===== config.mk =====
export PLATFORM = sky130hd
export DESIGN_NAME = pkt_tx_reader
export DESIGN_NICKNAME = d
export VERILOG_FILES = /design/src/rtl/pkt_mem_pkg.sv /design/src/rtl/pkt_tx_gap_cnt.sv /design/src/rtl/pkt_tx_reader.sv
export SDC_FILE = /design/constraint.sdc
export NUM_CORES = 1
export LEC_CHECK = 0
export ABC_AREA = 0
export BUFFER_PORTS_ARGS = -buffer_cell sky130_fd_sc_hd__buf_2
export CORE_ASPECT_RATIO = 1.75
export CORE_MARGIN = 2
export CORE_UTILIZATION = 45
export CTS_BUF_LIST = sky130_fd_sc_hd__clkbuf_8 sky130_fd_sc_hd__clkbuf_16
export CTS_CLUSTER_DIAMETER = 50
export DETAILED_ROUTE_END_ITERATION = 8
export PLACE_DENSITY = 0.67
export REMOVE_ABC_BUFFERS = 1
export SETUP_SLACK_MARGIN = 0.05
export SYNTH_ARGS = -nofsm -noshare
export SYNTH_HDL_FRONTEND = slang
export SYNTH_SLANG_ARGS = --single-unit
export TNS_END_PERCENT = 100

===== constraint.sdc =====
create_clock -name iclk -period 7.1 [get_ports iclk]
set_input_delay 1.065 -clock iclk [delete_from_list [all_inputs] [get_ports iclk]]
set_output_delay 1.065 -clock iclk [all_outputs]
set_load 0.01 [all_outputs]

===== src/rtl/pkt_mem_pkg.sv =====
// Shared constants and FSM state type for the packet buffer write and read sides.
package pkt_mem_pkg;

  localparam int unsigned PKT_ADDR_W  = 14;
  localparam int unsigned PKT_LEN_W   = 11;
  localparam int unsigned PKT_MAX_LEN = 1522;
  localparam int unsigned PKT_IFG     = 12;

  typedef enum logic [1:0] {
    IDLE = 2'd0,
    LOAD = 2'd1,
    SEND = 2'd2,
    GAP  = 2'd3
  } pkt_tx_state_e;

endpackage


===== src/rtl/pkt_tx_gap_cnt.sv =====
// Loadable down-counter with a zero flag; stops at zero.
module pkt_tx_gap_cnt #(
  parameter int unsigned pCNT_W = 4
) (
  input  logic              iclk,
  input  logic              i_rst,
  input  logic              load_i,
  input  logic [pCNT_W-1:0] load_val_i,
  input  logic              dec_i,
  output logic              zero_o
);

  logic [pCNT_W-1:0] cnt_q;
  logic [pCNT_W-1:0] cnt_d;

  // Next count: load has priority, decrement saturates at zero.
  always_comb begin
    cnt_d = cnt_q;
    if (load_i) begin
      cnt_d = load_val_i;
    end else if (dec_i && (cnt_q != '0)) begin
      cnt_d = cnt_q - pCNT_W'(1);
    end
  end

  // Count register.
  always_ff @(posedge iclk or posedge i_rst) begin
    if (i_rst) begin
      cnt_q <= '0;
    end else begin
      cnt_q <= cnt_d;
    end
  end

  assign zero_o = (cnt_q == '0);

endmodule


===== src/rtl/pkt_tx_reader.sv =====
// Pops a packet length, streams that many bytes from the packet memory as a
// transmit byte stream, then holds off for an inter-frame gap.
module pkt_tx_reader
  import pkt_mem_pkg::*;
#(
  parameter int unsigned pADDR_W  = PKT_ADDR_W,
  parameter int unsigned pLEN_W   = PKT_LEN_W,
  parameter int unsigned pMAX_LEN = PKT_MAX_LEN,
  parameter int unsigned pIFG     = PKT_IFG
) (
  input  logic               iclk,
  input  logic               i_rst,
  input  logic               i_tx_allow,
  input  logic               i_fifo_empty,
  input  logic [pLEN_W-1:0]  i_fifo_len,
  output logic               o_fifo_rd,
  output logic [pADDR_W-1:0] o_mem_addr,
  output logic               o_mem_rd_en,
  input  logic [7:0]         i_mem_data,
  output logic [7:0]         otx_d,
  output logic               otx_en,
  output logic               o_busy,
  output logic               o_drop
);

  localparam int unsigned GAP_W = $clog2(pIFG + 1);
  localparam logic [pLEN_W-1:0] MAX_LEN_C = pLEN_W'(pMAX_LEN);
  localparam logic [GAP_W-1:0]  IFG_C     = GAP_W'(pIFG);

  pkt_tx_state_e      state_q, state_d;
  logic [pADDR_W-1:0] rd_ptr_q, rd_ptr_d;
  logic [pLEN_W-1:0]  len_q, len_d;
  logic [pLEN_W-1:0]  rem_q, rem_d;
  logic               rd_en_d1_q;
  logic [7:0]         tx_d_q;
  logic               tx_en_q;

  logic fifo_rd;
  logic mem_rd_en;
  logic drop;
  logic gap_load;
  logic gap_dec;
  logic gap_zero;

  // The gap count starts at the last address issue so it also covers the
  // two-cycle memory/output drain of the frame's tail.
  pkt_tx_gap_cnt #(
    .pCNT_W (GAP_W)
  ) u_gap_cnt (
    .iclk       (iclk),
    .i_rst      (i_rst),
    .load_i     (gap_load),
    .load_val_i (IFG_C),
    .dec_i      (gap_dec),
    .zero_o     (gap_zero)
  );

  // Next-state, pointer/length updates and combinational strobes.
  always_comb begin
    state_d   = state_q;
    rd_ptr_d  = rd_ptr_q;
    len_d     = len_q;
    rem_d     = rem_q;
    fifo_rd   = 1'b0;
    mem_rd_en = 1'b0;
    drop      = 1'b0;
    gap_load  = 1'b0;
    gap_dec   = 1'b0;
    case (state_q)
      IDLE: begin
        if (!i_fifo_empty && i_tx_allow) begin
          fifo_rd = 1'b1;
          len_d   = i_fifo_len;
          state_d = LOAD;
        end
      end
      LOAD: begin
        if (len_q == '0) begin
          drop    = 1'b1;
          state_d = IDLE;
        end else if (len_q > MAX_LEN_C) begin
          // Oversized frames still occupy memory; skip past their bytes.
          drop     = 1'b1;
          rd_ptr_d = rd_ptr_q + pADDR_W'(len_q);
          state_d  = IDLE;
        end else begin
          rem_d   = len_q;
          state_d = SEND;
        end
      end
      SEND: begin
        mem_rd_en = 1'b1;
        rd_ptr_d  = rd_ptr_q + pADDR_W'(1);
        rem_d     = rem_q - pLEN_W'(1);
        if (rem_q == pLEN_W'(1)) begin
          gap_load = 1'b1;
          state_d  = GAP;
        end
      end
      GAP: begin
        if (gap_zero) begin
          state_d = IDLE;
        end else begin
          gap_dec = 1'b1;
        end
      end
      default: begin
        state_d = IDLE;
      end
    endcase
  end

  // Control state registers.
  always_ff @(posedge iclk or posedge i_rst) begin
    if (i_rst) begin
      state_q  <= IDLE;
      rd_ptr_q <= '0;
      len_q    <= '0;
      rem_q    <= '0;
    end else begin
      state_q  <= state_d;
      rd_ptr_q <= rd_ptr_d;
      len_q    <= len_d;
      rem_q    <= rem_d;
    end
  end

  // Read-data pipeline: strobe delayed to match memory latency, then output stage.
  always_ff @(posedge iclk or posedge i_rst) begin
    if (i_rst) begin
      rd_en_d1_q <= 1'b0;
      tx_en_q    <= 1'b0;
      tx_d_q     <= '0;
    end else begin
      rd_en_d1_q <= mem_rd_en;
      tx_en_q    <= rd_en_d1_q;
      if (rd_en_d1_q) begin
        tx_d_q <= i_mem_data;
      end
    end
  end

  assign o_fifo_rd   = fifo_rd;
  assign o_mem_addr  = rd_ptr_q;
  assign o_mem_rd_en = mem_rd_en;
  assign otx_d       = tx_d_q;
  assign otx_en      = tx_en_q;
  assign o_busy      = (state_q != IDLE);
  assign o_drop      = drop;

endmodule


Word level (Yosys, flattened, before mapping) --
Cells that the tools add are included. Widths: inputs -> output; s select.
Storage, ports and cells: flip-flop bits (word level) 52, bits of input ports 23, output and inout port bits 27
Operators by class: add/subtract/negate cells 4, $lt $le $gt $ge 1, equality and inequality tests 10, multiplexer cells 24, reductions and logical operators 14
Operator list (number):
- $mux 14 | 2
- $pmux 14 s2 | 1
- $mux 11 | 2
- $pmux 11 s2 | 1
- $add 14x1->14 const B | 1
- $add 14x11->14 | 1
- $ne 2x2->1 const B | 6
- $eq 11x1->1 const B | 1
- $gt 11x11->1 const B | 1
- $logic_not 11->1 | 1
- $sub 11x1->11 const B | 1
- $mux 1 | 10
- $mux 2 | 5
- $reduce_and 3->1 | 3
- $mux 4 | 2
- $pmux 2 s4 | 1
- $reduce_bool 2->1 | 3
- $eq 2x2->1 const B | 2
- $logic_not 4->1 | 1
- $reduce_bool 4->1 | 1
- $sub 4x1->4 const B | 1
- $eq 2x1->1 const B | 1
- $logic_and 1x1->1 | 2
- $logic_not 2->1 | 1
- other kinds (2) | 2

Longest topological paths before layout --
depth after elaboration 6, mapped depth 12, gate-level depth less buffers 11

Cells and area by module --
Synthesis repeated with hierarchy kept, for this count alone.
Unflattened totals: cell total of the unflattened synthesis 299, area total of the unflattened synthesis 3002.9 µm²
By module, submodules not included:
- pkt_tx_reader | times used 1, cells each 271, area an instance 2741.4 µm²
- pkt_tx_gap_cnt | times used 1, cells each 28, area an instance 261.5 µm²

Worst setup path before layout --
OpenSTA, ideal clock, no wires.
path kind in2out, start in i_fifo_empty, end out o_fifo_rd, arrival 1.666 ns, slack 4.369 ns, stages on the path 2, path buffers 1, cell sequence nor3b_2 buf_2
On the way: word-level cells in the longest chain between the ends 4
Ends and longest elaborated chain:
- start: declaration | RTL line pkt_tx_reader.sv:14 | input logic i_fifo_empty,
- $logic_not 1->1 | RTL line pkt_tx_reader.sv:71 | if (!i_fifo_empty && i_tx_allow) begin
- $logic_and 1x1->1 | RTL line pkt_tx_reader.sv:71
- $mux 1 | RTL line pkt_tx_reader.sv:71
- $mux 1 | RTL line pkt_tx_reader.sv:69 | case (state_q)
- end: declaration | RTL line pkt_tx_reader.sv:16 | output logic o_fifo_rd,
No other way between the ends.

Worst setup path after layout --
start reg len_q[1], end out o_drop
On the way: word-level cells in the longest chain between the ends 4, elaborated cells on any way between the ends 5, classes of those cells order compare (1); mux (3); reduce/logical (1)
Ends and longest elaborated chain:
- start: declaration | RTL line pkt_tx_reader.sv:32 | logic [pLEN_W-1:0] len_q, len_d;
- start signal: assignment | RTL line pkt_tx_reader.sv:123 | len_q <= len_d;
- $gt 11x11->1 | RTL line pkt_tx_reader.sv:81 | end else if (len_q > MAX_LEN_C) begin
- $mux 1 | RTL line pkt_tx_reader.sv:81
- $mux 1 * | RTL line pkt_tx_reader.sv:78 | if (len_q == '0) begin
- $mux 1 * | RTL line pkt_tx_reader.sv:69
- end: declaration | RTL line pkt_tx_reader.sv:23 | output logic o_drop
Every way passes the cells marked *; elsewhere a longest branch is shown, timed or not.

==> summary.txt <==
FF-to-FF Start -> state_q[0]$_DFFE_PP0P_
setup TNS -> 0 ns
CP endpoint -> o_drop
number of global-route vias before repair -> 2,231
Worst Setup SP -> len_q[1]$_DFFE_PP0P_
clock-pin slew on the worst setup and hold paths -> 0.10 ns
Final nets -> 359
Initial Util -> 45.9%
Post-Synthesis Cell Area -> 2820 µm²
global-route wire length before repair -> 10.0 mm
Synth area leaders -> dfrtp_1, mux2_2, ha_1
fraction of registers with async set/reset -> 100%
post-route ant nets -> 0
Max Cap Violations -> 0
Hold Crit Class -> flop to flop
Port Buffers -> 49
Crit-path slowest cell -> dfrtp_1
Final Skew -> 0.0117 ns
EDFF count, synth -> 0
crit-path cells -> a211o_1, a31oi_1, nand2b_1, a21oi_1, buf_2
initial antenna violation count -> 0
Resized cells post-CTS -> 0
layout cells sized above 1 -> 27.0%
pin count of the biggest net entering global routing -> 53
Distinct cells, synth -> 49
total power -> 1620 µW
Root Buffer Master -> clkbuf_8
diode count -> 0
cell depth of the worst flop-to-flop path -> 11
Final Hold Violating Endpoints -> 0
Pleak -> 0.00150 µW
clock buffer count from CTS -> 5
TritonCTS Sinks -> 52
final core occ -> 52.4%
Setup Crit Path Kind -> flop to output pin
period utilization -> 40.6%
total gr overflow -> 0
setup bufs post-CTS -> 0
Max Slew Vio Count -> 0
power per cell area -> 506 nW/µm²
drt pass-1 iters -> 4
Synth Area per Inst -> 10.3 µm²
largest area contributor in the netlist -> dfrtp_1
area grow syn2layout -> 14.1%
area fraction of the dominant cell type after synthesis -> 46.2%
r2r setup slk -> 4.56 ns
Die Footprint -> 6930 µm²
DIE HEIGHT -> 109 µm
Final setup viols -> 0
global placer's final weighted congestion -> 0.848
type of origin of the critical path -> flop
number of fill cells in the layout -> 576
Peak VDD IR -> 0.268 mV
Crit. End Element -> output pin
IO Count -> 50
total track usage -> 18.3%
Core ar. -> 6130 µm²
Die Wd -> 63.8 µm
htree depth -> 2
Synth Instances -> 274
Via Count -> 2,168
synthesis-stage register bit count -> 52
clk buf depth -> 2
Max transition margin -> 28.2%
Wirelength per Cell -> 14.5 µm
CTS tree -> done
Row Count -> 38
Hold Buf Count CTS -> 0
Main synth FF type -> dfrtp_1
Critical Path RT -> 6.03 ns
Total Wirelength -> 5.85 mm
Vias/cell -> 5.39
largest fanout on the critical path -> 5
CP arrival -> 1.82 ns
Seq/Total Area, Yosys -> 46.2%
f_max -> 347 MHz
crit-path max cell delay -> 0.46 ns
drc violations -> 0
unrepaired setup endpoints after global routing -> false
Final Critical Period -> 2.88 ns
post-detail-place hpwl -> 4.51 mm
synth warn -> 0
RR Endpoint -> o_mem_addr[12]$_DFFE_PP0P_
worst slew pin tran -> 1.07 ns
outcome -> complete, no violations
DR iter-0 viols -> 71
Worst-Skew Late Latency -> 0.31 ns
## layout make-up
cell class	count	area, µm²	area share, %
sequential	52	1300	40.5
clock buffer	5	68.8	2.14
tap	80	100	3.12
timing repair buffer	50	253	7.87
multi-input combinational	198	1410	43.9
clock inverter	3	26.3	0.818
inverter	14	53.8	1.68
## per-layer routing
metal,vias up,routed length [µm],global-route usage (%)
met1,1049,2260,19.8
met3,6,189,2.89
met4,0,77,5.59
met2,43,3320,35.7
li1,1070,-,-
met5,-,0,0
## logic make-up (layout without fill, tap and decap cells)
kind of cell	after synthesis	in the layout	share of synthesized area [%]
compound gates	61	61	14.0
xor+xnor	16	16	4.98
fa+ha+maj	15	15	6.93
buf+inv	24	72	3.73
flops	52	52	46.2
mux	21	21	8.31
simple gates	85	85	15.8
## flip-flops by register name (all words and copies together), names as in the netlist, named ones only
| signal | flops |
|---|---|
| u_gap_cnt.cnt_q | 4 |
| rd_en_d1_q | 1 |
| o_mem_addr | 14 |
| len_q | 11 |
| otx_d | 8 |
| rem_q | 11 |
| state_q | 1 |
| otx_en | 1 |
## critical path, delay by kind of cell, from the launching register on
family / cells / cell delay, ns
buffers and inverters: 1 / 0.15
AO/OA/AOI/OAI: 3 / 0.69
flip-flops: 1 / 0.46
AND/OR/NAND/NOR: 1 / 0.21
## Yosys cell counts, types with 3 or more instances
| library cell | instances |
|---|---|
| mux2_2 | 19 |
| xor2_1 | 9 |
| nor2_1 | 9 |
| buf_2 | 4 |
| nand3_1 | 9 |
| ha_1 | 14 |
| nand2b_1 | 4 |
| nor4_1 | 7 |
| or4_1 | 3 |
| clkbuf_1 | 4 |
| xnor2_1 | 7 |
| and2_1 | 7 |
| o211ai_1 | 9 |
| o311ai_0 | 3 |
| o21ai_0 | 16 |
| a31oi_1 | 3 |
| a21o_1 | 3 |
| nor3_1 | 3 |
| dfrtp_1 | 52 |
| nand2_1 | 31 |
| inv_1 | 13 |
| a21oi_1 | 13 |
## layout by cell type (no fill, tap or decap), types with 3 or more instances in the layout
master / Yosys / final
a21o_1: 3 / 3
a21oi_1: 13 / 13
a31oi_1: 3 / 3
and2_1: 7 / 7
buf_2: 4 / 49
clkbuf_8: 0 / 5
dfrtp_1: 52 / 52
ha_1: 14 / 14
inv_1: 13 / 12
mux2_2: 19 / 19
nand2_1: 31 / 31
nand2b_1: 4 / 4
nand3_1: 9 / 9
nor2_1: 9 / 9
nor3_1: 3 / 3
nor4_1: 7 / 7
o211ai_1: 9 / 9
o21ai_0: 16 / 16
o311ai_0: 3 / 3
or4_1: 3 / 3
xnor2_1: 7 / 7
xor2_1: 9 / 9
## through the flow
step / setup slack (ns) / hold slack, ns / instance area [µm²] / std cells
floorplan: 4.30 / 0.479 / 2760 / 264
global placement: 4.29 / 0.458 / 3120 / 394
detailed placement: 4.28 / 0.464 / 3120 / 394
CTS: 4.21 / 0.484 / 3210 / 402
global route: 4.08 / 0.490 / 3210 / 402
finish: 4.22 / 0.479 / 3210 / 402
## how the worst min path moves through the flow
stage	start	end	slack [ns]	cells after the start
2_1_floorplan	u_gap_cnt.cnt_q[3]$_DFFE_PP0P_	u_gap_cnt.cnt_q[3]$_DFFE_PP0P_	0.48	2
3_3_place_gp	o_mem_addr[13]$_DFFE_PP0P_	o_mem_addr[13]$_DFFE_PP0P_	0.46	1
3_5_place_dp	o_mem_addr[13]$_DFFE_PP0P_	o_mem_addr[13]$_DFFE_PP0P_	0.46	1
4_1_cts	o_mem_addr[13]$_DFFE_PP0P_	o_mem_addr[13]$_DFFE_PP0P_	0.48	1
5_1_grt	o_mem_addr[13]$_DFFE_PP0P_	o_mem_addr[13]$_DFFE_PP0P_	0.49	1
6_report	o_mem_addr[13]$_DFFE_PP0P_	o_mem_addr[13]$_DFFE_PP0P_	0.48	1
## power breakdown
part,leakage [µW],internal [µW],switching (µW)
sequential,0.000626,451,152
combinational,0.000823,397,451
clock,0.0000487,71.9,102
Note: power is estimated with default switching activity, not from simulation.
